### src/rtl/prototipo_uwu.sv
// prototipo_uwu: unipolar stepper phase sequencer with prescaled step rate
module prototipo_uwu #(
   parameter int STEP_DIV  = 50000,
   parameter int DIV_WIDTH = 16,
   parameter int HALF_STEP = 0,
   parameter int DIR       = 1
) (
   input  logic enable,
   input  logic clk,
   output logic coil_a,
   output logic coil_b,
   output logic coil_c,
   output logic coil_d,
   input  logic rst_n
);
   localparam int IW = HALF_STEP ? 3 : 2;
   localparam logic [31:0] HS = {4'b1001, 4'b0001, 4'b0011, 4'b0010,
                                 4'b0110, 4'b0100, 4'b1100, 4'b1000};
   logic [DIV_WIDTH-1:0] presc;
   logic [IW-1:0] idx;
   logic [3:0] coils;
   logic [3:0] pat;
   logic [2:0] i3;
   logic wrap;
   assign i3 = 3'(idx);
   assign wrap = presc == DIV_WIDTH'(STEP_DIV - 1);
   assign {coil_a, coil_b, coil_c, coil_d} = coils;
   // coil pattern for the current phase index
   always_comb pat = HALF_STEP ? HS[{i3, 2'b00} +: 4] : 4'b1000 >> i3;
   // drive held-position pattern; advance phase once per STEP_DIV enabled cycles
   always_ff @(posedge clk or negedge rst_n) begin
      if (!rst_n) begin
         presc <= '0;
         idx   <= '0;
         coils <= '0;
      end else if (enable) begin
         coils <= pat;
         presc <= wrap ? '0 : presc + 1'b1;
         if (wrap) idx <= DIR ? idx + IW'(1) : idx - IW'(1);
      end else begin
         coils <= '0;
         presc <= '0;
      end
   end
endmodule

### config.mk
export PLATFORM = sky130hd
export DESIGN_NAME = prototipo_uwu
export DESIGN_NICKNAME = d
export VERILOG_FILES = /design/src/rtl/prototipo_uwu.sv
export SDC_FILE = /design/constraint.sdc
export NUM_CORES = 1
export LEC_CHECK = 0
export CORE_AREA = 2 2 66 61
export DETAILED_ROUTE_END_ITERATION = 12
export DIE_AREA = 0 0 68 63
export GPL_ROUTABILITY_DRIVEN = 0
export HOLD_SLACK_MARGIN = 0.02
export PLACE_DENSITY = 0.46
export SLEW_MARGIN = 10
export SYNTH_ARGS = -nofsm -noshare
export SYNTH_HDL_FRONTEND = slang
export SYNTH_SLANG_ARGS = --single-unit
### constraint.sdc
create_clock -name clk -period 2.15 [get_ports clk]
set_clock_uncertainty 0.15 [all_clocks]
set_input_delay 0.43 -clock clk [delete_from_list [all_inputs] [get_ports clk]]
set_output_delay 0.43 -clock clk [all_outputs]
set_load 0.05 [all_outputs]
==> results of run 1 <==
[path summary, 6_finish.rpt]
path	from	end	slack [ns]	cells after the start
worst max-delay path	presc[0]	idx[1]	0.08	5
worst min-delay path	rst_n	coils[2]	0.36	2
worst max register to register	presc[0]	idx[1]	0.08	5
worst min register to register	presc[0]	presc[0]	0.39	1
max in group asynchronous	rst_n	coils[1]	1.27	2
min in group clk	presc[0]	presc[0]	0.39	1
[state kept, by name, indices dropped and copies added, names as in the netlist]
signal	flops
coils	4
idx	2
presc	16
[area by class of cell]
cell class                 instances  area, um2
clock buffer                       4      55.05
multi-input combinational         70      470.5
inverter                           7      26.28
tap                               46      57.56
fill                             368       2376
sequential                        22      550.5
timing repair buffer              10      90.09
[synthesized netlist by cell type]
cell                      count  area (um2)
sky130_fd_sc_hd__a21oi_1      1       5.000
sky130_fd_sc_hd__and2_1       4       25.02
sky130_fd_sc_hd__and3_2       1       7.510
sky130_fd_sc_hd__buf_2        1       5.000
sky130_fd_sc_hd__dfrtp_1     22       550.5
sky130_fd_sc_hd__ha_1         5       62.56
sky130_fd_sc_hd__inv_1        7       26.28
sky130_fd_sc_hd__mux2_4       1       15.01
sky130_fd_sc_hd__nand2_1      5       18.77
sky130_fd_sc_hd__nand3_1      4       20.02
sky130_fd_sc_hd__nand3_2      1       10.01
sky130_fd_sc_hd__nand4_1      4       25.02
sky130_fd_sc_hd__nor2_1      18       67.56
sky130_fd_sc_hd__nor3_1       3       15.01
sky130_fd_sc_hd__nor4_1       5       31.28
sky130_fd_sc_hd__nor4b_1      1       8.760
sky130_fd_sc_hd__o21ai_1      1       5.000
sky130_fd_sc_hd__or3_4        1       11.26
sky130_fd_sc_hd__or4_1        1       7.510
sky130_fd_sc_hd__xnor2_1     12       105.1
sky130_fd_sc_hd__xor2_1       2       17.52
[cells by family (layout without fill, tap and decap cells)]
group                      count (synthesis)  in the layout  synth area share
buffers and inverters                      8             21           0.03008
DFF                                       22             22            0.5295
xor gates and xnor gates                  14             14            0.1179
adders and majority gates                  5              5           0.06017
muxes                                      1              1           0.01444
AOI/OAI and AO/OA                          2              2          0.009618
and+or+nand+nor                           48             48            0.2383
[power by group]
part	switching [mW]	leakage, nW	internal, mW
combinational	0.0284	0.179	0.0187
clock	0.131	0.0288	0.163
sequential	0.00807	0.300	0.421
[worst max-delay path, delay by kind of cell, from the launching register on]
| kind | cells | cell delay, ns |
|---|---|---|
| adder cells (fa/ha/maj) | 1 | 0.17 |
| multiplexers | 1 | 0.30 |
| flip-flops | 1 | 0.43 |
| AND/OR/NAND/NOR | 3 | 0.92 |
[stage by stage]
| step | setup WS, ns | instances | utilization | cell area, um2 | total power [mW] |
|---|---|---|---|---|---|
| 4_1_cts | 0.04107 | 159 | 0.3413 | 1237 | 0.7859 |
| 3_5_place_dp | 0.05514 | 155 | 0.3261 | 1182 | 0.4825 |
| 3_3_place_gp | 0.08515 | 155 | 0.3261 | 1182 | 0.4816 |
| 5_1_grt | 0.01110 | 159 | 0.3447 | 1250 | 0.8085 |
| 2_1_floorplan | 0.06315 | 100 | - | 1040 | 0.4568 |
| 6_report | 0.08110 | 159 | 0.3447 | 1250 | 0.7700 |
[layer usage]
metal | routed length (um) | global-route usage | up-vias
met5 | 0 | 0 | -
met4 | 18 | 0.03500 | 0
met3 | 88 | 0.04324 | 2
met2 | 822 | 0.1432 | 10
met1 | 947 | 0.1414 | 337
li1 | - | - | 360
[timing repair]
item | CTS | global route
setup endpoints to repair | 0 | 1
setup buffers | 0 | 0
resized for setup | 0 | 2
hold buffers | 0 | 0
hold endpoints to repair | 0 | 0
==> results.md, run 1 <==
### Clock network
• 2 — Longest Clk Path Bufs
• 22 — number of clock sinks
• 0.26 ns — clock latency at the later pin of the worst-skew pair
• 3 — number of CTS-inserted buffers
• 0.08 ns — Clk pin slew, worst setup/hold paths
• yes — CTS tree
• 1 — H-tree depth
• sky130_fd_sc_hd__clkbuf_8 — Clock Tree Root

### Floorplan
• 63 um — die height
• 0.004284 mm2 — die footprint
• 0.2867 — effective utilization at floorplan
• 21 — count of standard-cell rows
• 7 — number of top-level design ports
• 68 um — Die X-Extent
• 0.003626 mm2 — Core Area

### Layout
• 20.22% — signed area change from the synthesized netlist to the final layout
• 22 x sky130_fd_sc_hd__dfrtp_1, 18 x sky130_fd_sc_hd__nor2_1, 12 x sky130_fd_sc_hd__xnor2_1 — most frequent cells in the layout
• sky130_fd_sc_hd__dfrtp_1 — commonest non-fill, non-tap cell in the layout
• 0 — number of antenna cells inserted
• 122 — net total in the final layout
• 0.1150 — fraction of layout cells with a size suffix above 1

### Logic synthesis
• 108 — syn nets
• 0 — yosys warns
• 0.5295 — portion of the post-synthesis area used by sequential elements
• 21 — number of distinct library cells after synthesis
• 10.40 um2 — synthesized area per cell
• 22 — FF+latch count, synth
• 0.001040 mm2 — combined area of all synthesized cells
• 100 — synthesized netlist cell count

### Timing
• 0 — final slew viol count
• 2.069 ns — time the worst path needs with I/O delays and setup
• 483.3 MHz — Achievable Freq
• 0 — count of final hold-check violations
• 0 — count of final setup violators
• 0.6699 — relative slew slack
• 0.9623 — Final Cycle Share
• 0 ns — setup TNS
• 0.3570 ns — Hold Slack
• 0.4935 ns — Tightest Pin Transition
• false — setup repair after global routing missed its margin

### Critical path
• 2.07 ns — CP Data Arrival Time
• ha_4 > nand3_2 > or4_1 > or3_4 > mux2_4 — CP cell instances
• 4 — critical path peak fanout
• 0.49 ns — delay contributed by the slowest stage of the critical path
• flop — endpoint type of the worst setup path
• sky130_fd_sc_hd__or4_1 — cell at the slowest stage of the critical path
• 2.15 ns — required time of the critical path
• flop — Critical Path Start Type
• flop to flop — type of the setup path with the least slack

### GRT
• 0.1027 — total routing resource utilization after global routing
• 715 — via count of the first global-routing pass
• 3236 um — wire length of the first global-routing pass
• 23 — maximum number of pins on one net before global-route repair
• 0 — initial antenna violation count
• 0 — final global-route overflow total

### Detailed routing
• 709 — Vias
• 4 — Pre-Repair DR Iteration Count
• 0 — final antenna-violating net count
• 4.459 — average vias per placed instance
• 11.79 um — per-cell routed wire length
• 0 — DRC Markers
• 10 — 1st-iter DRT viols
• 1875 um — Routed Wire Length

### Power and ir drop
• 0.5082 nW — P_leak
• 616.0 mW/mm2 — Power per Cell Area
• 0.3408 mV — worst ir drop on vdd

### Flow run
• 0 — # Max-Cap Violations

### Worst hold path
• input pin to async pin — min-delay worst type

### Run status
• finished clean — outcome

### Place
• 6 — Port Buffer Count
• 1308 um — half-perimeter wire length after detailed placement

No activity file was read; power rests on OpenSTA's default activity.
==> inputs of run 2 (changes only) <==
- CTS_CLUSTER_SIZE: unset -> 14
- MAX_ROUTING_LAYER: unset -> met4
- PLACE_DENSITY: 0.46 -> unset
==> results.md, run 2 (same netlist as run 1, synthesis figures left out) <==
### Run status
• finished clean — outcome

### Layout
• 123 — net total in the final layout
• 0.1228 — fraction of layout cells with a size suffix above 1
• sky130_fd_sc_hd__dfrtp_1 — commonest non-fill, non-tap cell in the layout
• 160 — Final Non-Filler Cells
• 0 — number of antenna cells inserted
• presc (16), coils (4), idx (2) — registers with the most flip-flops
• 19.98% — signed area change from the synthesized netlist to the final layout
• 22 x sky130_fd_sc_hd__dfrtp_1, 18 x sky130_fd_sc_hd__nor2_1, 12 x sky130_fd_sc_hd__xnor2_1 — most frequent cells in the layout
• 378 — filler cell count
• presc — register containing the most flip-flops in the final layout
• 16 — number of flip-flops under the largest register name

### Clock network
• 3 — number of CTS-inserted buffers
• 0.07 ns — Clk pin slew, worst setup/hold paths
• 2 — Longest Clk Path Bufs
• sky130_fd_sc_hd__clkbuf_8 — Clock Tree Root
• yes — CTS tree
• 0.26 ns — clock latency at the later pin of the worst-skew pair
• 1 — H-tree depth
• 22 — number of clock sinks

### Critical path
• flop — Critical Path Start Type
• flop to flop — type of the setup path with the least slack
• 3 — critical path peak fanout
• flop — endpoint type of the worst setup path
• 2.15 ns — required time of the critical path
• 2.07 ns — CP Data Arrival Time

### GRT
• 0.1000 — total routing resource utilization after global routing
• 3180 um — wire length of the first global-routing pass
• 744 — via count of the first global-routing pass
• 23 — maximum number of pins on one net before global-route repair
• 0 — initial antenna violation count
• 0 — final global-route overflow total

### Detailed routing
• 11.33 um — per-cell routed wire length
• 1813 um — Routed Wire Length
• 0 — final antenna-violating net count
• 733 — Vias
• 0 — DRC Markers
• 4 — Pre-Repair DR Iteration Count
• 8 — 1st-iter DRT viols
• 4.581 — average vias per placed instance

### Worst hold path
• input pin to async pin — min-delay worst type

### Power and ir drop
• 0.3827 mV — worst ir drop on vdd
• 0.5122 nW — P_leak
• 611.5 mW/mm2 — Power per Cell Area
• 0.7629 mW — Design Power

### Place
• 6 — Port Buffer Count
• 1266 um — half-perimeter wire length after detailed placement
• 156 — DP Cell Count

### Floorplan
• 0.2867 — effective utilization at floorplan
• 21 — count of standard-cell rows
• 0.003626 mm2 — Core Area
• 7 — number of top-level design ports
• 68 um — Die X-Extent
• 63 um — die height
• 0.004284 mm2 — die footprint

### Timing
• 481.4 MHz — Achievable Freq
• 0 ns — setup TNS
• 0.3687 ns — Hold Slack
• 0.4916 ns — Tightest Pin Transition
• 2.077 ns — time the worst path needs with I/O delays and setup
• 0.6713 — relative slew slack
• 0.9661 — Final Cycle Share
• 0 — count of final setup violators
• 0 — count of final hold-check violations
• false — setup repair after global routing missed its margin
• 0 — final slew viol count

### Flow run
• 0 — # Max-Cap Violations

[run 2: cell types whose count changed in the layout (fill, tap and decap cells not counted), sizes merged]
cell	before	now
buf	4	5
[run 2: layout make-up]
cell class | instances | area (um2) | share of cell area
sequential | 22 | 550.5 | 0.4413
multi-input combinational | 70 | 460.4 | 0.3691
timing repair buffer | 11 | 97.59 | 0.07823
tap | 46 | 57.56 | 0.04614
clock buffer | 4 | 55.05 | 0.04413
inverter | 7 | 26.28 | 0.02106
[run 2: final timing paths]
check / to / startpoint / cells past startpoint / slack, ns
setup reg to reg: idx[1] / presc[1] / 5 / 0.07
min in group clk: idx[0] / idx[0] / 1 / 0.39
setup / recovery: idx[1] / presc[1] / 5 / 0.07
max in group asynchronous: presc[11] / rst_n / 2 / 1.26
hold reg to reg: idx[0] / idx[0] / 1 / 0.39
hold / removal: coils[0] / rst_n / 2 / 0.37
[run 2: report_power, final]
group | internal, mW | total, mW | switching [mW]
clock network | 0.163 | 0.288 | 0.125
registers | 0.421 | 0.427 | 0.00623
logic | 0.0190 | 0.0482 | 0.0292
[run 2: critical path, cell delays in order, from the launching register on]
cell,delay (ns)
sky130_fd_sc_hd__dfrtp_1,0.37
sky130_fd_sc_hd__ha_2,0.21
sky130_fd_sc_hd__nand3_2,0.07
sky130_fd_sc_hd__or4_1,0.50
sky130_fd_sc_hd__or3_4,0.36
sky130_fd_sc_hd__mux2_4,0.30
[run 2: timing repair]
action                     4_1_cts  5_1_grt
hold buffers                     0        0
gates resized for setup          0        1
buffers inserted                 0        0
hold endpoints to repair         0        0
setup endpoints to repair        0        1
[run 2: layer usage]
| metal | part of all wire | GRT usage | wire length (um) |
|---|---|---|---|
| met5 | 0 | - | 0 |
| met4 | 0 | 0.02500 | 0 |
| met3 | 0.040 | 0.03243 | 73 |
| met2 | 0.47 | 0.1626 | 855 |
| met1 | 0.49 | 0.1182 | 884 |
[run 2: stage by stage]
stage	instance area (um2)	util	setup slack [ns]
floorplan	1040	-	0.06315
global placement	1190	0.3282	0.1145
detailed placement	1190	0.3282	0.06813
CTS	1245	0.3433	0.05681
global route	1247	0.3440	0.001941
finish	1247	0.3440	0.07281
==> inputs of run 3 (changes only) <==
- ABC_AREA: unset -> 1
- CORE_AREA: 2 2 66 61 -> 2 2 71 66
- DIE_AREA: 0 0 68 63 -> 0 0 73 68
- TNS_END_PERCENT: unset -> 5
==> results.md, run 3 <==
### Clock network
• 0 — Hold-fix buffers, CTS
• 2 — Longest Clk Path Bufs
• 3 — number of CTS-inserted buffers
• 1 — H-tree depth
• 0 — total of cells resized after clock tree synthesis
• 0.08 ns — Clk pin slew, worst setup/hold paths
• yes — CTS tree
• 0.26 ns — clock latency at the later pin of the worst-skew pair
• 0 — Setup Fix Bufs, Post-CTS
• 22 — number of clock sinks
• sky130_fd_sc_hd__clkbuf_8 — Clock Tree Root

### Detailed routing
• 41 — 1st-iter DRT viols
• 2211 um — Routed Wire Length
• met4 — uppermost layer routed
• 0 — final antenna-violating net count
• 4.301 — average vias per placed instance
• 10.73 um — per-cell routed wire length
• 4 — Pre-Repair DR Iteration Count
• 983 um — met2 routed WL
• 886 — Vias
• 74 um — met3 WL post-DR
• 1124 um — met1 wire length
• 0 — DRC Markers

### Logic synthesis
• 145 — synthesized netlist cell count
• 20 — number of distinct library cells after synthesis
• 0 — portion of netlist area occupied by mux cells
• 153 — syn nets
• 0.03670 — Compound-Gate Fraction of Synth Area
• simple AND/OR/NAND/NOR gates — combinational family with the most area after synthesis
• sky130_fd_sc_hd__dfrtp_1 45%, sky130_fd_sc_hd__nor2_1 8.6%, sky130_fd_sc_hd__nand2_1 7.6% — cell types occupying the most area after synthesis
• 0.4485 — portion of the post-synthesis area used by sequential elements
• 0.3527 — fraction of the mapped netlist area in simple logic gates
• 8.465 um2 — synthesized area per cell
• sky130_fd_sc_hd__dfrtp_1 — most used flip-flop cell after synthesis
• 0.4485 — portion of synthesized cell area occupied by the leading cell type
• 22 — FF+latch count, synth
• sky130_fd_sc_hd__dfrtp_1 — area leader, netlist
• 0.04995 — XOR/XNOR Fraction of Synth Area
• 0 — number of enable-type register cells in the synthesized netlist
• sky130_fd_sc_hd__nor2_1 — count leader, synth
• 28 x sky130_fd_sc_hd__nor2_1, 25 x sky130_fd_sc_hd__nand2_1, 22 x sky130_fd_sc_hd__dfrtp_1 — ranking of synthesized cells by instance count
• 1.000 — async set-or-reset flop fraction in the synthesized netlist
• 0.001227 mm2 — combined area of all synthesized cells
• 0.05097 — adder-cell share of the synthesized area
• 0 — yosys warns

### Layout
• 206 — Final Non-Filler Cells
• sky130_fd_sc_hd__nor2_1 — commonest non-fill, non-tap cell in the layout
• presc (16), coils (4), idx (2) — registers with the most flip-flops
• 16 — number of flip-flops under the largest register name
• presc — register containing the most flip-flops in the final layout
• 15.09% — signed area change from the synthesized netlist to the final layout
• 165 — net total in the final layout
• 28 x sky130_fd_sc_hd__nor2_1, 25 x sky130_fd_sc_hd__nand2_1, 22 x sky130_fd_sc_hd__dfrtp_1 — most frequent cells in the layout
• 0 — number of antenna cells inserted
• 0.1603 — fraction of layout cells with a size suffix above 1

### Place
• 202 — DP Cell Count
• 6 — Port Buffer Count
• 1675 um — half-perimeter wire length after detailed placement

### Timing
• 0.9110 — Final Cycle Share
• 1.959 ns — time the worst path needs with I/O delays and setup
• 0 — final slew viol count
• 0 — count of final hold-check violations
• 0 — count of final setup violators
• 0.6714 — relative slew slack
• 0.4913 ns — Tightest Pin Transition
• 0 ns — setup TNS
• false — setup repair after global routing missed its margin
• 510.6 MHz — Achievable Freq

### Critical path
• clkdlybuf4s50_1 — CP cell instances
• 0.79 ns — delay contributed by the slowest stage of the critical path
• 1 — critical path peak fanout
• flop — Critical Path Start Type
• 1.38 ns — CP Data Arrival Time
• 0.66 ns — Worst R2R Setup Slack
• buffers and inverters — family with the most delay on the worst path
• sky130_fd_sc_hd__clkdlybuf4s50_1 — cell at the slowest stage of the critical path
• 1 — buffers and inverters on the worst path
• 6 — cell depth of the worst flop-to-flop path
• presc[8] — endpoint of the worst-slack reg-to-reg timing path
• 1 — cell depth of the worst setup path
• presc[0] — origin of the critical flop-to-flop path
• flop to output pin — type of the setup path with the least slack
• 1.57 ns — required time of the critical path
• output pin — endpoint type of the worst setup path

### Flow run
• 0 — # Max-Cap Violations

### Floorplan
• 0.004964 mm2 — die footprint
• 73 um — Die X-Extent
• 0.2863 — effective utilization at floorplan
• 68 um — die height
• 7 — number of top-level design ports
• 0.004288 mm2 — Core Area
• 23 — count of standard-cell rows

### GRT
• 23 — maximum number of pins on one net before global-route repair
• 3746 um — wire length of the first global-routing pass
• 0 — initial antenna violation count
• 860 — via count of the first global-routing pass
• 0 — final global-route overflow total
• 0.1005 — total routing resource utilization after global routing

### Power and ir drop
• 0.6519 nW — P_leak
• 0.7588 mW — Design Power
• 537.2 mW/mm2 — Power per Cell Area
• 0.1934 mV — worst ir drop on vdd

### Run status
• finished clean — outcome

### Worst hold path
• input pin to async pin — min-delay worst type

[run 3: cell types whose count changed in the layout (fill, tap and decap cells not counted), sizes merged, moves of 3 or more]
| cell | before | now |
|---|---|---|
| nor4 | 5 | 0 |
| nor3 | 3 | 0 |
| xor2 | 2 | 5 |
| inv | 7 | 18 |
| nand2 | 5 | 30 |
| nor2 | 18 | 37 |
| buf | 5 | 2 |
| and2 | 4 | 0 |
| xnor2 | 12 | 2 |
| nand3 | 5 | 15 |
[run 3: report_power, final]
group	internal (mW)	switching [mW]	total [mW]
Clock	0.163	0.134	0.297
Combinational	0.0135	0.0246	0.0380
Sequential	0.419	0.00552	0.424
[run 3: cells by family after synthesis]
kind of cell / count (synthesis)
XOR/XNOR: 7
flip-flops: 22
AO/OA/AOI/OAI: 6
buffers and inverters: 19
AND/OR/NAND/NOR: 86
adder cells (fa/ha/maj): 5
[run 3: final cells by class]
type | count | area, um2
sequential | 22 | 550.5
timing repair buffer | 8 | 75.07
fill | 428 | 2875
tap | 50 | 62.56
inverter | 18 | 67.56
clock buffer | 4 | 55.05
multi-input combinational | 104 | 601.8
[run 3: stage by stage]
stage	hold slack [ns]	setup slack (ns)	utilization	area (um2)
6_report	0.3581	0.1914	0.3294	1413
5_1_grt	0.3766	0.1464	0.3294	1413
4_1_cts	0.3619	0.1768	0.3294	1413
3_5_place_dp	0.3508	0.4088	0.3166	1358
3_3_place_gp	0.3485	0.4527	0.3166	1358
2_1_floorplan	-0.01559	0.8001	-	1227
[run 3: per-layer routing]
metal	vias to the layer above	GRT usage
li1	475	-
met1	392	0.1312
met2	15	0.1453
met3	4	0.02356
met4	0	0.05093
met5	-	-
[run 3: worst max path at each step]
stage | to | from
2_1_floorplan | presc[10] | presc[0]
3_3_place_gp | presc[2] | enable
3_5_place_dp | presc[2] | enable
4_1_cts | coil_d | coils[0]
5_1_grt | coil_b | coils[2]
6_report | coil_b | coils[2]
